<file path="src/rtl/branch_pkg.sv">
// ============================================================================
// Module : branch_pkg
// Brief  : Opcode / func / rt_field encodings and next-PC select codes shared
//          by the branch resolution unit and its condition evaluator.
// Rev    : 1.0 - initial release
// ============================================================================
`default_nettype none

package branch_pkg;

    // Primary opcodes, instruction bits [31:26]
    localparam logic [5:0] OP_RTYPE  = 6'b000000;
    localparam logic [5:0] OP_REGIMM = 6'b000001;
    localparam logic [5:0] OP_J      = 6'b000010;
    localparam logic [5:0] OP_JAL    = 6'b000011;
    localparam logic [5:0] OP_BEQ    = 6'b000100;
    localparam logic [5:0] OP_BNE    = 6'b000101;
    localparam logic [5:0] OP_BLEZ   = 6'b000110;
    localparam logic [5:0] OP_BGTZ   = 6'b000111;

    // R-type function codes, instruction bits [5:0]
    localparam logic [5:0] FN_JR     = 6'b001000;
    localparam logic [5:0] FN_JALR   = 6'b001001;

    // REGIMM sub-ops carried in the rt field, instruction bits [20:16]
    localparam logic [4:0] RT_BLTZ   = 5'b00000;
    localparam logic [4:0] RT_BGEZ   = 5'b00001;
    localparam logic [4:0] RT_BLTZAL = 5'b10000;
    localparam logic [4:0] RT_BGEZAL = 5'b10001;

    // Next-PC mux select codes
    localparam logic [1:0] PC_SEQ    = 2'b00;
    localparam logic [1:0] PC_BR     = 2'b01;
    localparam logic [1:0] PC_JMP    = 2'b10;
    localparam logic [1:0] PC_REG    = 2'b11;

endpackage : branch_pkg

`default_nettype wire

</file>
<file path="src/rtl/branch_cond.sv">
// ============================================================================
// Module : branch_cond
// Brief  : Pure-combinational condition evaluator for conditional branches.
//          taken is high only for a conditional branch whose signed
//          comparison holds; every other opcode yields 0.
// Rev    : 1.0 - initial release
// ============================================================================
`default_nettype none

module branch_cond
    import branch_pkg::*;
(
    input  logic        [5:0]  op,
    input  logic        [4:0]  rt_field,
    input  logic signed [31:0] rs,
    input  logic signed [31:0] rt,
    output logic               taken
);

    // Evaluate the branch condition selected by op (and rt_field for REGIMM)
    always_comb begin
        taken = 1'b0;
        case (op)
            OP_REGIMM: begin
                case (rt_field)
                    RT_BLTZ, RT_BLTZAL: taken = (rs <  32'sd0);
                    RT_BGEZ, RT_BGEZAL: taken = (rs >= 32'sd0);
                    default:            taken = 1'b0;
                endcase
            end
            OP_BEQ:  taken = (rs == rt);
            OP_BNE:  taken = (rs != rt);
            OP_BLEZ: taken = (rs <= 32'sd0);
            OP_BGTZ: taken = (rs >  32'sd0);
            default: taken = 1'b0;
        endcase
    end

endmodule : branch_cond

`default_nettype wire

</file>
<file path="src/rtl/branch.sv">
// ============================================================================
// Module : branch
// Brief  : MIPS-style branch/jump resolution. Decodes op/func/rt_field,
//          drives the next-PC select combinationally and as a registered
//          copy. Optional statistics counters are built only when the
//          BRANCH_STATS_EN macro is defined; otherwise they read constant 0.
// Rev    : 1.0 - initial release
// ============================================================================
`default_nettype none

module branch
    import branch_pkg::*;
(
    input  logic        clk,
    input  logic        rst,
    input  logic [5:0]  op,
    input  logic [4:0]  rt_field,
    input  logic [5:0]  func,
    input  logic [31:0] rs,
    input  logic [31:0] rt,
    output logic [1:0]  pc_src,
    output logic [1:0]  pc_src_q,
    output logic [31:0] br_count,
    output logic [31:0] taken_count
);

    logic w_taken;

    branch_cond u_cond (
        .op       (op),
        .rt_field (rt_field),
        .rs       (rs),
        .rt       (rt),
        .taken    (w_taken)
    );

    // Next-PC select decode; reset intentionally has no effect here
    always_comb begin
        pc_src = PC_SEQ;
        case (op)
            OP_RTYPE: begin
                if (func == FN_JR || func == FN_JALR) begin
                    pc_src = PC_REG;
                end
            end
            OP_J, OP_JAL: pc_src = PC_JMP;
            OP_REGIMM, OP_BEQ, OP_BNE, OP_BLEZ, OP_BGTZ: begin
                if (w_taken) begin
                    pc_src = PC_BR;
                end
            end
            default: pc_src = PC_SEQ;
        endcase
    end

    // Registered copy of the select, one cycle behind
    always_ff @(posedge clk or posedge rst) begin
        if (rst) begin
            pc_src_q <= PC_SEQ;
        end else begin
            pc_src_q <= pc_src;
        end
    end

`ifdef BRANCH_STATS_EN
    logic        w_is_br;
    logic [31:0] br_count_q,    br_count_d;
    logic [31:0] taken_count_q, taken_count_d;

    // Classify the instruction as a recognised branch/jump, taken or not
    always_comb begin
        w_is_br = 1'b0;
        case (op)
            OP_RTYPE:  w_is_br = (func == FN_JR) || (func == FN_JALR);
            OP_REGIMM: w_is_br = (rt_field == RT_BLTZ)   || (rt_field == RT_BGEZ) ||
                                 (rt_field == RT_BLTZAL) || (rt_field == RT_BGEZAL);
            OP_J, OP_JAL, OP_BEQ, OP_BNE, OP_BLEZ, OP_BGTZ: w_is_br = 1'b1;
            default:   w_is_br = 1'b0;
        endcase
    end

    // Counter next-state; natural 32-bit wrap from all-ones to zero
    always_comb begin
        br_count_d    = br_count_q    + {31'd0, w_is_br};
        taken_count_d = taken_count_q + {31'd0, (pc_src != PC_SEQ)};
    end

    // Statistics counter registers
    always_ff @(posedge clk or posedge rst) begin
        if (rst) begin
            br_count_q    <= 32'd0;
            taken_count_q <= 32'd0;
        end else begin
            br_count_q    <= br_count_d;
            taken_count_q <= taken_count_d;
        end
    end

    assign br_count    = br_count_q;
    assign taken_count = taken_count_q;
`else
    assign br_count    = 32'd0;
    assign taken_count = 32'd0;
`endif

endmodule : branch

`default_nettype wire

</file>
<file path="config.mk">
export PLATFORM = sky130hd
export DESIGN_NAME = branch
export DESIGN_NICKNAME = d
export VERILOG_FILES = /design/src/rtl/branch_pkg.sv /design/src/rtl/branch_cond.sv /design/src/rtl/branch.sv
export SDC_FILE = /design/constraint.sdc
export NUM_CORES = 1
export LEC_CHECK = 0
export ABC_AREA = 1
export BUFFER_PORTS_ARGS = -buffer_cell sky130_fd_sc_hd__buf_2
export CORE_MARGIN = 3
export CORE_UTILIZATION = 35
export CTS_BUF_LIST = sky130_fd_sc_hd__clkbuf_8 sky130_fd_sc_hd__clkbuf_16
export DETAILED_ROUTE_END_ITERATION = 12
export GPL_ROUTABILITY_DRIVEN = 0
export PLACE_DENSITY = 0.84
export SYNTH_ARGS = -nofsm -noshare
export SYNTH_HDL_FRONTEND = slang
export SYNTH_SLANG_ARGS = --single-unit
</file>
<file path="constraint.sdc">
create_clock -name clk -period 2.36 [get_ports clk]
set_input_delay 0.236 -clock clk [delete_from_list [all_inputs] [get_ports clk]]
set_output_delay 0.236 -clock clk [all_outputs]
set_load 0.02 [all_outputs]
</file>
==> flow_metrics.tcl <==
set metrics [dict create \
    status "complete, no violations" \
    peakVddDrop_mv 0.0951 \
    grt_max_degree 6 \
    avgSynthCellArea_um2 5.75 \
    min_from "op[2]" \
    hold_violations 0 \
    cts_buffers 3 \
    drc 0 \
    path_buf_inv 3 \
    start_util 0.377 \
    routed_via_density 3.88 \
    first_pass_iters 4 \
    crit_fanout 5 \
    num_vias 1396 \
    holdCritPathClass "in -> reg" \
    fin_nets 399 \
    post-dp-hpwl_um 2900 \
    cp_cell_sequence "buf_2 -> inv_1 -> nand2_1 -> nand2_1 -> nand2_1 -> nor2_1 -> nand2_1 -> nor2_2 -> nand2_1 -> nand2_1 -> nand2_1 -> nand2_1 -> buf_2" \
    final.setup.worst_slack_ns 0.804 \
    yosysWarnings 0 \
    worstSetupStartpointType "input pin" \
    h-tree-depth 1 \
    setup_viol 0 \
    dieArea_mm2 0.00450 \
    whs_endpoint "pc_src_q[1]" \
    grt_pass1_wl_um 4420 \
    crit_family "simple AND/OR/NAND/NOR gates" \
    power_switching_w 0.000198 \
    required_ns 2.12 \
    pwr-share-clk 0.305 \
    dieWidth_um 67.1 \
    clkSlewWorstSetupHoldPaths_ns 0.03 \
    critical_path.max_stage_delay_ns 0.17 \
    grtUsageTotal 0.124 \
    antenna_found_initial 0 \
    setup_tns_ns 0 \
    area_delta_synth_final_pct 21.8 \
    cts_resized 0 \
    timing.fmax_mhz 643 \
    post_drt_wl_per_cell_um 8.49 \
    cts_tree "built" \
    clock_sinks 2 \
    ioPinCount 151 \
    drt-initial-drc-count 21 \
    rsz0062_at_grt "no" \
    routed_wl_um 3060 \
    final_layout_size_suffix_gt1_frac 0.290 \
    layout_common_cells "buf_2 (84), conb_1 (64), nand2_1 (61)" \
    period_share 0.659 \
    seq_power_share 0.081 \
    min_period_ns 1.56 \
    end_kind "output port" \
    syn-instance-count 227 \
    largest_reg_flops 2 \
    crit_arrival_ns 1.32 \
    whs_path_depth 4 \
    slew_violations 0 \
    switching_share 0.451 \
    coreArea_mm2 0.00347 \
    p_int_w 0.000241 \
    ant_nets 0 \
    top_regs "pc_src_q: 2 flops" \
    p_leak_nw 0.959 \
    num-fill-cells 380 \
    std_cell_rows 21 \
    synthesis.area_mm2 0.00131 \
    ys_ff_latch 2 \
    synth_cell_types 18 \
    synth-seq-area-share 0.0383 \
    diodes 0 \
    crit_slowest_cell "buf_2" \
    crit_type "in -> out" \
    p_comb_frac 0.615 \
    final_common_cell "buf_2" \
    grt-ovfl-total 0 \
    cts_root_buf "clkbuf_8" \
    pre_cts_ws_ns 0.772 \
    grt_pass1_vias 1207 \
    die-height_um 67.1 \
    top_register "pc_src_q" \
    cts.path.max_buffers 2 \
    portBuffers 84 \
    max_cap_viol_count 0 \
    cp_common_cell "nand2_1" \
    powerDensity_mw_per_mm2 275 \
]
-- cell families after synthesis --
logic type | synth area share
AND/OR/NAND/NOR | 0.352
other | 0.00287
flip-flops | 0.0383
buffers and inverters | 0.425
XOR/XNOR | 0.174
AO/OA/AOI/OAI | 0.00766
-- power by group through the flow --
stage               registers, W  logic, W  clock network (W)
detailed placement     0.0000357  0.000267                  0
finish                 0.0000353  0.000269           0.000134
global placement       0.0000357  0.000263                  0
CTS                    0.0000353  0.000269           0.000137
global route           0.0000354  0.000301           0.000143
floorplan              0.0000366  0.000254                  0
-- through the flow --
step	cells	hold WS, ns	area (µm²)	total power, W	util
final	360	0.382	1590	0.000438	0.459
after floorplan	290	-0.0228	1540	0.000290	-
after CTS	360	0.384	1590	0.000442	0.459
after detailed placement	356	0.0874	1540	0.000303	0.444
after global placement	356	0.0850	1540	0.000298	0.444
after global routing	360	0.432	1590	0.000480	0.459
-- worst max path at each step --
stage | start | end | cells after the start
2_1_floorplan | rs[19] | pc_src[0] | 9
6_report | rs[31] | pc_src[0] | 13
4_1_cts | rs[31] | pc_src[0] | 13
3_3_place_gp | rs[31] | pc_src[0] | 13
5_1_grt | rs[31] | pc_src[0] | 13
3_5_place_dp | rs[31] | pc_src[0] | 13
-- per-layer routing --
metal,share of wire,wire length [µm],vias to the layer above,track usage
met4,0.014,42,0,0.0506
met5,0,0,-,0
li1,-,-,724,-
met1,0.32,990,580,0.117
met2,0.52,1600,86,0.256
met3,0.14,423,6,0.0202
-- cell type report --
type / count / area [µm²] / share of cell area
sequential: 2 / 50.0 / 0.0314
timing repair buffer: 85 / 430 / 0.270
tap: 46 / 57.6 / 0.0362
clock buffer: 3 / 41.3 / 0.0259
multi-input combinational: 204 / 937 / 0.589
inverter: 20 / 75.1 / 0.0472
-- timing repair --
item / 4_1_cts / 5_1_grt
hold buffers: 1 / 0
setup buffers: 0 / 0
hold endpoints to repair: 2 / 0
-- synth_stat cells --
cell type	number	share of area
nand4_1	2	0.0096
buf_4	64	0.37
o21ai_0	1	0.0038
xnor2_1	26	0.17
nor3b_1	1	0.0057
nand3_1	3	0.011
o21ai_1	1	0.0038
conb_1	1	0.0029
nand2_2	1	0.0048
inv_1	20	0.057
nand2_1	61	0.18
dfrtp_1	2	0.038
nor2_2	2	0.0096
nor3_1	5	0.019
nor2_1	34	0.098
and2_1	1	0.0048
nor2_4	1	0.0086
nor4_1	1	0.0048
Power figures use the tool's default switching activity.
